`src/rtl/piezo_tone_sequencer.sv`:
```
// Sequencer for the piezo tone generator: plays an 8-note C4..C5 melody and
// services higher-priority key beeps that pre-empt and then resume the melody.
module piezo_tone_sequencer #(
    parameter int TICK_DIV   = 10000,
    parameter int NOTE_TICKS = 25,
    parameter int GAP_TICKS  = 5,
    parameter int BEEP_TICKS = 10
) (
    input  logic        clk,
    input  logic        reset,
    input  logic        melody_start,
    input  logic        melody_stop,
    input  logic        beep_req,
    input  logic [2:0]  beep_note,
    output logic [10:0] half_period,
    output logic        tone_en,
    output logic        busy,
    output logic        melody_done
);

    localparam logic [1:0] IDLE     = 2'd0;
    localparam logic [1:0] MEL_NOTE = 2'd1;
    localparam logic [1:0] MEL_GAP  = 2'd2;
    localparam logic [1:0] BEEP     = 2'd3;

    localparam int TICK_W    = (TICK_DIV > 1) ? $clog2(TICK_DIV) : 1;
    localparam int MAX_NG    = (NOTE_TICKS > GAP_TICKS) ? NOTE_TICKS : GAP_TICKS;
    localparam int MAX_TICKS = (MAX_NG > BEEP_TICKS) ? MAX_NG : BEEP_TICKS;
    localparam int DUR_W     = $clog2(MAX_TICKS + 1);

    localparam logic [TICK_W-1:0] TICK_LAST = TICK_W'(TICK_DIV - 1);
    localparam logic [DUR_W-1:0]  NOTE_LAST = DUR_W'(NOTE_TICKS - 1);
    localparam logic [DUR_W-1:0]  GAP_LAST  = DUR_W'(GAP_TICKS - 1);
    localparam logic [DUR_W-1:0]  BEEP_LAST = DUR_W'(BEEP_TICKS - 1);

    function automatic logic [10:0] note_hp(input logic [2:0] code);
        case (code)
            3'd0:    note_hp = 11'd1911;
            3'd1:    note_hp = 11'd1702;
            3'd2:    note_hp = 11'd1516;
            3'd3:    note_hp = 11'd1431;
            3'd4:    note_hp = 11'd1275;
            3'd5:    note_hp = 11'd1135;
            3'd6:    note_hp = 11'd1011;
            default: note_hp = 11'd955;
        endcase
    endfunction

    logic [1:0]        state, nstate;
    logic [2:0]        step, nstep;
    logic [2:0]        beep_code, nbeep;
    logic              pending, npend;
    // set when a beep pre-empted the final gap: resuming just completes the melody
    logic              fin, nfin;
    logic [TICK_W-1:0] tick_cnt;
    logic [DUR_W-1:0]  dur_cnt, dur_last;
    logic              tick, last, enter, ndone;

    always_comb begin
        case (state)
            MEL_NOTE: dur_last = NOTE_LAST;
            MEL_GAP:  dur_last = GAP_LAST;
            default:  dur_last = BEEP_LAST;
        endcase
    end

    assign tick = (tick_cnt == TICK_LAST);
    assign last = tick && (dur_cnt == dur_last);

    always_comb begin
        nstate = state;
        nstep  = step;
        npend  = pending;
        nfin   = fin;
        nbeep  = beep_code;
        enter  = 1'b0;
        ndone  = 1'b0;
        case (state)
            IDLE: begin
                if (beep_req) begin
                    nstate = BEEP;
                    nbeep  = beep_note;
                    enter  = 1'b1;
                    if (melody_start && !melody_stop) begin
                        npend = 1'b1;
                        nstep = 3'd0;
                    end
                end else if (melody_start && !melody_stop) begin
                    nstate = MEL_NOTE;
                    nstep  = 3'd0;
                    enter  = 1'b1;
                end
            end
            MEL_NOTE, MEL_GAP: begin
                if (melody_stop) begin
                    npend  = 1'b0;
                    nstep  = 3'd0;
                    nfin   = 1'b0;
                    enter  = 1'b1;
                    nstate = beep_req ? BEEP : IDLE;
                    if (beep_req) nbeep = beep_note;
                end else if (beep_req) begin
                    nstate = BEEP;
                    nbeep  = beep_note;
                    enter  = 1'b1;
                    npend  = 1'b1;
                    if (state == MEL_GAP) begin
                        if (step == 3'd7) nfin  = 1'b1;
                        else              nstep = step + 3'd1;
                    end
                end else if (last) begin
                    enter = 1'b1;
                    if (state == MEL_NOTE) begin
                        nstate = MEL_GAP;
                    end else if (step == 3'd7) begin
                        nstate = IDLE;
                        nstep  = 3'd0;
                        ndone  = 1'b1;
                    end else begin
                        nstate = MEL_NOTE;
                        nstep  = step + 3'd1;
                    end
                end
            end
            BEEP: begin
                if (melody_stop) begin
                    npend = 1'b0;
                    nstep = 3'd0;
                    nfin  = 1'b0;
                end else if (melody_start && !pending) begin
                    npend = 1'b1;
                    nstep = 3'd0;
                    nfin  = 1'b0;
                end
                if (beep_req) begin
                    nbeep = beep_note;
                    enter = 1'b1;
                end else if (last) begin
                    enter = 1'b1;
                    if (npend && nfin) begin
                        nstate = IDLE;
                        npend  = 1'b0;
                        nfin   = 1'b0;
                        nstep  = 3'd0;
                        ndone  = 1'b1;
                    end else if (npend) begin
                        nstate = MEL_NOTE;
                        npend  = 1'b0;
                    end else begin
                        nstate = IDLE;
                    end
                end
            end
            default: ;
        endcase
    end

    always_ff @(posedge clk or posedge reset) begin
        if (reset) begin
            state       <= IDLE;
            step        <= 3'd0;
            beep_code   <= 3'd0;
            pending     <= 1'b0;
            fin         <= 1'b0;
            tick_cnt    <= '0;
            dur_cnt     <= '0;
            half_period <= 11'd0;
            tone_en     <= 1'b0;
            busy        <= 1'b0;
            melody_done <= 1'b0;
        end else begin
            state     <= nstate;
            step      <= nstep;
            beep_code <= nbeep;
            pending   <= npend;
            fin       <= nfin;
            if (enter || nstate == IDLE) begin
                tick_cnt <= '0;
                dur_cnt  <= '0;
            end else if (tick) begin
                tick_cnt <= '0;
                dur_cnt  <= dur_cnt + 1'b1;
            end else begin
                tick_cnt <= tick_cnt + 1'b1;
            end
            if (nstate == MEL_NOTE)  half_period <= note_hp(nstep);
            else if (nstate == BEEP) half_period <= note_hp(nbeep);
            tone_en     <= (nstate == MEL_NOTE) || (nstate == BEEP);
            busy        <= (nstate != IDLE) || npend;
            melody_done <= ndone;
        end
    end

endmodule

```
`config.mk`:
```
export PLATFORM = sky130hd
export DESIGN_NAME = piezo_tone_sequencer
export DESIGN_NICKNAME = d
export VERILOG_FILES = /design/src/rtl/piezo_tone_sequencer.sv
export SDC_FILE = /design/constraint.sdc
export NUM_CORES = 1
export LEC_CHECK = 0
export ABC_AREA = 1
export CORE_MARGIN = 3
export CORE_UTILIZATION = 53
export DETAILED_ROUTE_END_ITERATION = 8
export PLACE_DENSITY = 0.76
export RECOVER_POWER = 100
export SLEW_MARGIN = 20
export SYNTH_ARGS = -nofsm -noshare
export SYNTH_HDL_FRONTEND = slang
export SYNTH_SLANG_ARGS = --single-unit
```
`constraint.sdc`:
```
create_clock -name clk -period 2.34 [get_ports clk]
set_clock_uncertainty 0.2 [all_clocks]
set_input_delay 0.585 -clock clk [delete_from_list [all_inputs] [get_ports clk]]
set_output_delay 0.585 -clock clk [all_outputs]
set_load 0.005 [all_outputs]
```
# After elaboration in Yosys (flattened, before gate mapping)
# Index checks and enable logic that the tools add are counted.
# totals
regBits	43
out_inout_bits	14
inputBits	8
word_cells	131
# op_classes
n_eq_ne	23
n_addsub	3
reduce_logical	20
mux	74
# op_table
operator	count
11-bit case mux with 7 select lines	2
3-bit two-way mux	15
1-bit two-way mux	35
14-bit two-way mux	2
11-bit two-way mux	2
3-bit == test, second input constant	7
2-bit two-way mux	9
14-bit by 1-bit adder with 14-bit output, second input constant	1
14-bit == test, second input constant	1
3-bit by 2-bit == test with 1-bit output, second input constant	4
5-bit two-way mux	2
5-bit case mux with 2 select lines	1
3-bit inequality test, second input constant	3
3-bit case mux with 3 select lines	1
2-bit nonzero test	4
2-bit == test, second input constant	3
3-bit by 1-bit == test with 1-bit output, second input constant	2
3-bit logical NOT	2
1-bit case mux with 3 select lines	2
2-bit case mux with 3 select lines	1
5-bit by 1-bit adder with 5-bit output, second input constant	1
5-bit == test	1
2-bit by 1-bit == test with 1-bit output, second input constant	2
1-bit logical AND	4
8 further kinds	13

# Longest topological paths before layout
# depth
depth_word	13
depth_mapped	20
depth_no_buf	19

# Worst setup path after synthesis
# Ideal clock, no wire load.
# synth_timing
path_kind	flip-flop to flip-flop
start	register state[0]
end	register tick_cnt[10]
setup_slack_ns	-0.161
stages_incl_launch_ff	17
arrival_ns	2.181
path_buffers	1
cell_sequence	dfrtp_1 inv_1 ha_1 inv_2 nand2_1 nand2_1 nand2_1 nor2_8 nand2_4 nand2_1 o21ai_2 o21ai_2 o21bai_4 buf_6 nor2_2 nand3b_4 nor2_2
# synth_via
elab_chain_len	11
elab_cells_between_ends	24
# synth_rtl
item	line	source
start: declaration	49	logic [1:0] state, nstate;
start signal: assignment	172	state <= nstate;
2-bit == test / 2-bit by 1-bit == test with 1-bit output (equally long branches)	60, 78, 113	
5-bit case mux with 2 select lines	60	case (state)
5-bit == test	68	assign last = tick && (dur_cnt == dur_last);
1-bit logical AND	68	
2-bit two-way mux	111	end else if (last) begin
2-bit two-way mux	102	end else if (beep_req) begin
2-bit two-way mux	95	if (melody_stop) begin
2-bit case mux with 3 select lines (*)	78	case (state)
via nstate[1]	49	
2-bit logical NOT (*)	177	if (enter || nstate == IDLE) begin
1-bit logical OR (*)	177	
14-bit two-way mux (*)	177	
end signal: assignment	184	tick_cnt <= tick_cnt + 1'b1;
end: declaration	55	logic [TICK_W-1:0] tick_cnt;
# Mark *: on every way through the listed nets, which the timed path passes. The rest lies on a longest branch.
# A chain may end at the register's enable or synchronous reset.

# Worst setup path after layout
# layout_timing
start	register state[0]
end	register half_period[5]
# layout_via
elab_chain_len	11
elab_cells_between_ends	37
# layout_rtl
item	line	source
2-bit == test / 2-bit by 1-bit == test with 1-bit output (equally long branches)	-	
5-bit case mux with 2 select lines	60	
5-bit == test	68	
1-bit logical AND	68	
3-bit two-way mux	111	
3-bit two-way mux	102	
3-bit two-way mux	95	
3-bit case mux with 3 select lines	78	
3-bit == test, or another cell as far along	37	case (code)
11-bit case mux with 7 select lines	37	
11-bit two-way mux	186	if (nstate == MEL_NOTE) half_period <= note_hp(nstep);
end signal: assignment	186	
end signal: assignment	187	else if (nstate == BEEP) half_period <= note_hp(nbeep);
end: declaration	15	output logic [10:0] half_period,
# Parallel ways exist; a longest one is shown, timed or not.

==> flow_results.org <==
** Run status
- The flow ran to the end, but the final reports show violations.
- The final reports fail on setup timing.

** STA
- Final setup violation count :: 35
- Derived from the worst setup path, the maximum achievable clock frequency is 367.3 MHz.
- The total count of max-transition violations in the final report was 0.
- Fin Setup TNS :: -9939 ps
- Post-route worst hold slack :: 294.8 ps
- Setup repair after global routing could not meet its margin everywhere.
- Once routing completed, OpenROAD measured the worst setup slack at -382.8 ps.
- The number of endpoints with negative hold slack in the final report came to 0.
- Subtracting the final worst setup slack from the clock period gives 2723 ps.
- Ratio of final minimum period to clock period :: 116.4%
- The worst pin sits at a relative slew slack of 21.18%.
- Worst slew pin tran :: 1182 ps

** Power and ir drop
- Register share of total power :: 17.7%
- Peak supply drop :: 1.072 mV
- Total power divided by cell area :: 1444 nW/µm²
- The analysis attributes to cell leakage a power of 0.001931 µW.
- The internal portion of the total power is 3304 µW.
- Clock power share :: 12.2%
- Net switching power :: 2789 µW
- In this run, the combinational gates consume 70.0% of the power.
- Switching share of power :: 45.78%

** Place
- Post-placement cell area :: 3709 µm²
- Timing analysis after detailed placement gives a worst setup slack of -377.6 ps.
- Placed cell count :: 536
- Post-detail-place hpwl :: 5661 µm
- Input and output buffers added on the ports amount to 21.
- Final Wtd Congestion :: 0.9081

** Detailed routing
- Summed over all layers, the routed wires come to 9664 µm.
- Across all layers, the routed design uses 3284 vias.
- In the final routed layout, each cell accounts on average for 17.29 µm.
- Number of iterations in the first detailed-routing pass :: 7
- In this run, the number of DRC markers left after iteration 0 of detailed routing was 409.
- For this run, design rule violations remaining after detail routing come to 0.
- Via-per-instance ratio :: 5.875
- The count of nets left with antenna violations once routing finished came out at 0.

** Worst setup path
- Maximum fanout count along the critical path :: 6
- Kind of critical path :: reg2reg
- The slowest stage of the critical path is the sky130_fd_sc_hd__dfrtp_1 cell.
- The largest single stage delay on the critical path is 440 ps.
- STA puts the critical path data required time at 2330 ps.
- Data on the critical path arrives at its endpoint at 2720 ps.
- List of cells traversed by the critical path :: inv_2 -> ha_4 -> inv_2 -> nand2_1 -> nand2_1 -> nand2_2 -> nor2_8 -> nand2_4 -> nand2_2 -> o21ai_2 -> o21ai_2 -> buf_4 -> o21bai_4 -> nor2_4 -> buf_6 -> nand2_2 -> o21ai_1 -> nand2_1
- Category of the worst setup path capture point :: flip-flop
- Category of the worst setup path launch point :: flip-flop
- R2r worst-path depth :: 18

** Floorplanning
- Overall die area :: 6401 µm²
- Initial Utilization :: 55.77%
- Number of I/O pins :: 22
- Core ar. :: 5205 µm²
- In this run the core area contains 26 standard-cell rows.
- Die Y-Extent :: 80.01 µm
- In this run the horizontal extent of the chip is 80.01 µm.

** Synthesis
- Number of warnings printed during yosys synthesis :: 0
- Counting distinct cell types in the post-synthesis netlist gives 40.
- The top cell type by area accounts for 37.07% of the synthesized area.
- Share of the yosys chip area belonging to registers :: 37.07%
- Yosys top cell by area :: sky130_fd_sc_hd__dfrtp_1
- Synth Register Bits :: 43
- In the post-synthesis netlist, the biggest area contributors are sky130_fd_sc_hd__dfrtp_1 (37%), sky130_fd_sc_hd__nand2_1 (11%), sky130_fd_sc_hd__nor2_1 (6.2%).
- Synthesized net count :: 400
- Synthesized area per cell :: 7.599 µm²
- Number of instances in the synthesized netlist :: 382
- Combined area of all synthesized cells :: 2903 µm²

** Global routing
- The first global-routing pass estimated 14100 µm of wire.
- M3 GR Usage :: 4.740%
- For this run the aggregate overflow at the end of global routing stands at 0.
- The number of global-route vias before repair is 3111.
- Number of antenna violations at the first check in global routing :: 0
- Maximum number of pins on one net before global-route repair :: 24
- Most crowded layer after global routing :: met2
- Global routing used 34.69% of the available met1 tracks.
- Total routing usage reported by global routing :: 28.21%
- In the global route stage, met2 resource usage came out at 47.68%.

** Clock tree
- Sinks on the clock net :: 43
- The clock tree synthesis step divided the H-tree into 2 levels.
- After clock tree synthesis, the clock-pin slew on the worst setup and hold paths is 100 ps.
- The number of clock buffers added by TritonCTS is 5.
- For the worst-skew pair, the clock arrives at the later sink with an insertion delay of 310 ps.
- The clock passes through at most 2 buffers.
- Clock tree from TritonCTS :: built
- CTS Root Cell :: sky130_fd_sc_hd__clkbuf_8

** Cells and area
- Once layout is complete, the cells apart from fillers number 559.
- The finished cells cover 4220 µm².
- In the final layout, the share of cells above drive strength 1 is 38.04%.
- Count of inserted antenna diode cells :: 0
- Relative to the synthesized area, the layout overhead comes to 45.39%.
- Total number of nets in the final design :: 506

** Run
- Maximum Capacitance Violations :: 0

** Hold path
- The tightest min-delay check is of the reg2reg type.
- Instance count along the most critical hold path :: 2
layout make-up:
class / count / area [µm²]
tap: 70 / 87.58
fill: 322 / 984.7
timing repair buffer: 107 / 915.9
clock buffer: 5 / 68.82
sequential: 43 / 1077
clock inverter: 3 / 71.32
inverter: 47 / 181.4
multi-input combinational: 284 / 1818
worst paths after layout:
kind	start	to	slack, ps
setup / recovery	state[0]	half_period[5]	-380
hold / removal	half_period[6]	half_period[6]	290
setup reg to reg	state[0]	half_period[5]	-380
hold reg to reg	half_period[6]	half_period[6]	290
max in group asynchronous	reset	state[1]	270
min in group asynchronous	reset	tick_cnt[2]	670
layer usage:
| layer | share of wire (%) | wire length (µm) | up-vias |
|---|---|---|---|
| met3 | 7.7 | 745 | 63 |
| li1 | - | - | 1453 |
| met5 | 0 | 0 | - |
| met2 | 50 | 4787 | 222 |
| met4 | 5.0 | 481 | 0 |
| met1 | 38 | 3650 | 1546 |
per-stage QoR:
stage / util, % / power [µW]
final: 81.08 / 6093
after global routing: 81.08 / 6409
after CTS: 77.60 / 5442
after detailed placement: 71.25 / 4269
after global placement: 71.25 / 4209
after floorplan: - / 3053
sequential cells by signal, indices dropped and copies added, names as in the netlist:
register,count
busy,1
beep_code,3
half_period,11
tick_cnt,14
dur_cnt,5
melody_done,1
pending,1
fin,1
tone_en,1
state,2
step,3
cell usage after synthesis:
cell                       count
sky130_fd_sc_hd__nand2_4       1
sky130_fd_sc_hd__nor2_8        2
sky130_fd_sc_hd__nand4_1       4
sky130_fd_sc_hd__a31oi_2       1
sky130_fd_sc_hd__o22ai_1       3
sky130_fd_sc_hd__o21ai_0      15
sky130_fd_sc_hd__xnor2_1       1
sky130_fd_sc_hd__nor4_1        1
sky130_fd_sc_hd__nor3b_1       1
sky130_fd_sc_hd__nor3_2        3
sky130_fd_sc_hd__nor2_4        3
sky130_fd_sc_hd__clkinv_2      1
sky130_fd_sc_hd__ha_1         10
sky130_fd_sc_hd__or2_2         4
sky130_fd_sc_hd__buf_6         3
sky130_fd_sc_hd__nand2_1      82
sky130_fd_sc_hd__nor3_1        5
sky130_fd_sc_hd__o211ai_2      1
sky130_fd_sc_hd__inv_1        40
sky130_fd_sc_hd__clkbuf_1      1
sky130_fd_sc_hd__nand3_1      35
sky130_fd_sc_hd__xor2_1        8
sky130_fd_sc_hd__a21oi_2       3
sky130_fd_sc_hd__dfrtp_1      43
sky130_fd_sc_hd__o21ai_2       3
sky130_fd_sc_hd__nor2_2       12
sky130_fd_sc_hd__nand3b_4      1
sky130_fd_sc_hd__o211ai_1      2
sky130_fd_sc_hd__a22oi_1       1
sky130_fd_sc_hd__a21oi_1      19
sky130_fd_sc_hd__a31oi_1       3
sky130_fd_sc_hd__nand2_2       4
sky130_fd_sc_hd__o21ai_1       4
sky130_fd_sc_hd__nand4_2       1
sky130_fd_sc_hd__nand3_4       1
sky130_fd_sc_hd__nor2_1       48
sky130_fd_sc_hd__buf_4         2
sky130_fd_sc_hd__buf_2         2
sky130_fd_sc_hd__inv_2         6
sky130_fd_sc_hd__o21bai_4      2
cell usage in the layout (no fill, tap or decap), drive strengths merged:
cell type      synthesis  layout
nand2                 87      87
buf                    7      84
nor2                  65      65
inv                   46      46
dfrtp                 43      43
nand3                 36      36
a21oi                 22      22
o21ai                 22      22
dlygate4sd3            0      15
ha                    10      10
xor2                   8       8
nor3                   8       8
clkbuf                 1       7
clkdlybuf4s50          0       6
nand4                  5       5
or2                    4       4
a31oi                  4       4
o22ai                  3       3
o211ai                 3       3
o21bai                 2       2
bufinv                 0       2
clkinv                 1       2
a22oi                  1       1
nor4                   1       1
nand3b                 1       1
xnor2                  1       1
nor3b                  1       1
critical path, delay by kind of cell (launching register included):
kind / cells / cell delay, ps
and+or+nand+nor: 9 / 750
buffers and inverters: 4 / 490
AOI/OAI and AO/OA: 4 / 480
DFF: 1 / 440
adders and majority gates: 1 / 230
cell families (layout without fill, tap and decap cells):
logic type / after synthesis / after routing / share of synthesized area, %
simple gates: 208 / 208 / 35.04
compound gates: 57 / 57 / 12.59
buf+inv: 55 / 162 / 8.275
flops: 43 / 43 / 37.07
fa+ha+maj: 10 / 10 / 4.310
xor+xnor: 9 / 9 / 2.716
power groups by stage:
stage | Combinational (µW) | Sequential (µW) | Clock, µW
floorplan | 1970 | 1080 | 0
global placement | 3120 | 1090 | 0
detailed placement | 3180 | 1080 | 0
CTS | 3630 | 1080 | 740
global route | 4530 | 1090 | 788
finish | 4270 | 1080 | 746
timing repair:
item | 4_1_cts | 5_1_grt
setup buffers | 8 | 5
hold buffers | 0 | 0
setup endpoints to repair | 32 | 35
pin swaps | 15 | 6
gates cloned | 1 | 1
gates resized for setup | 32 | 35
Power figures use the tool's default switching activity.
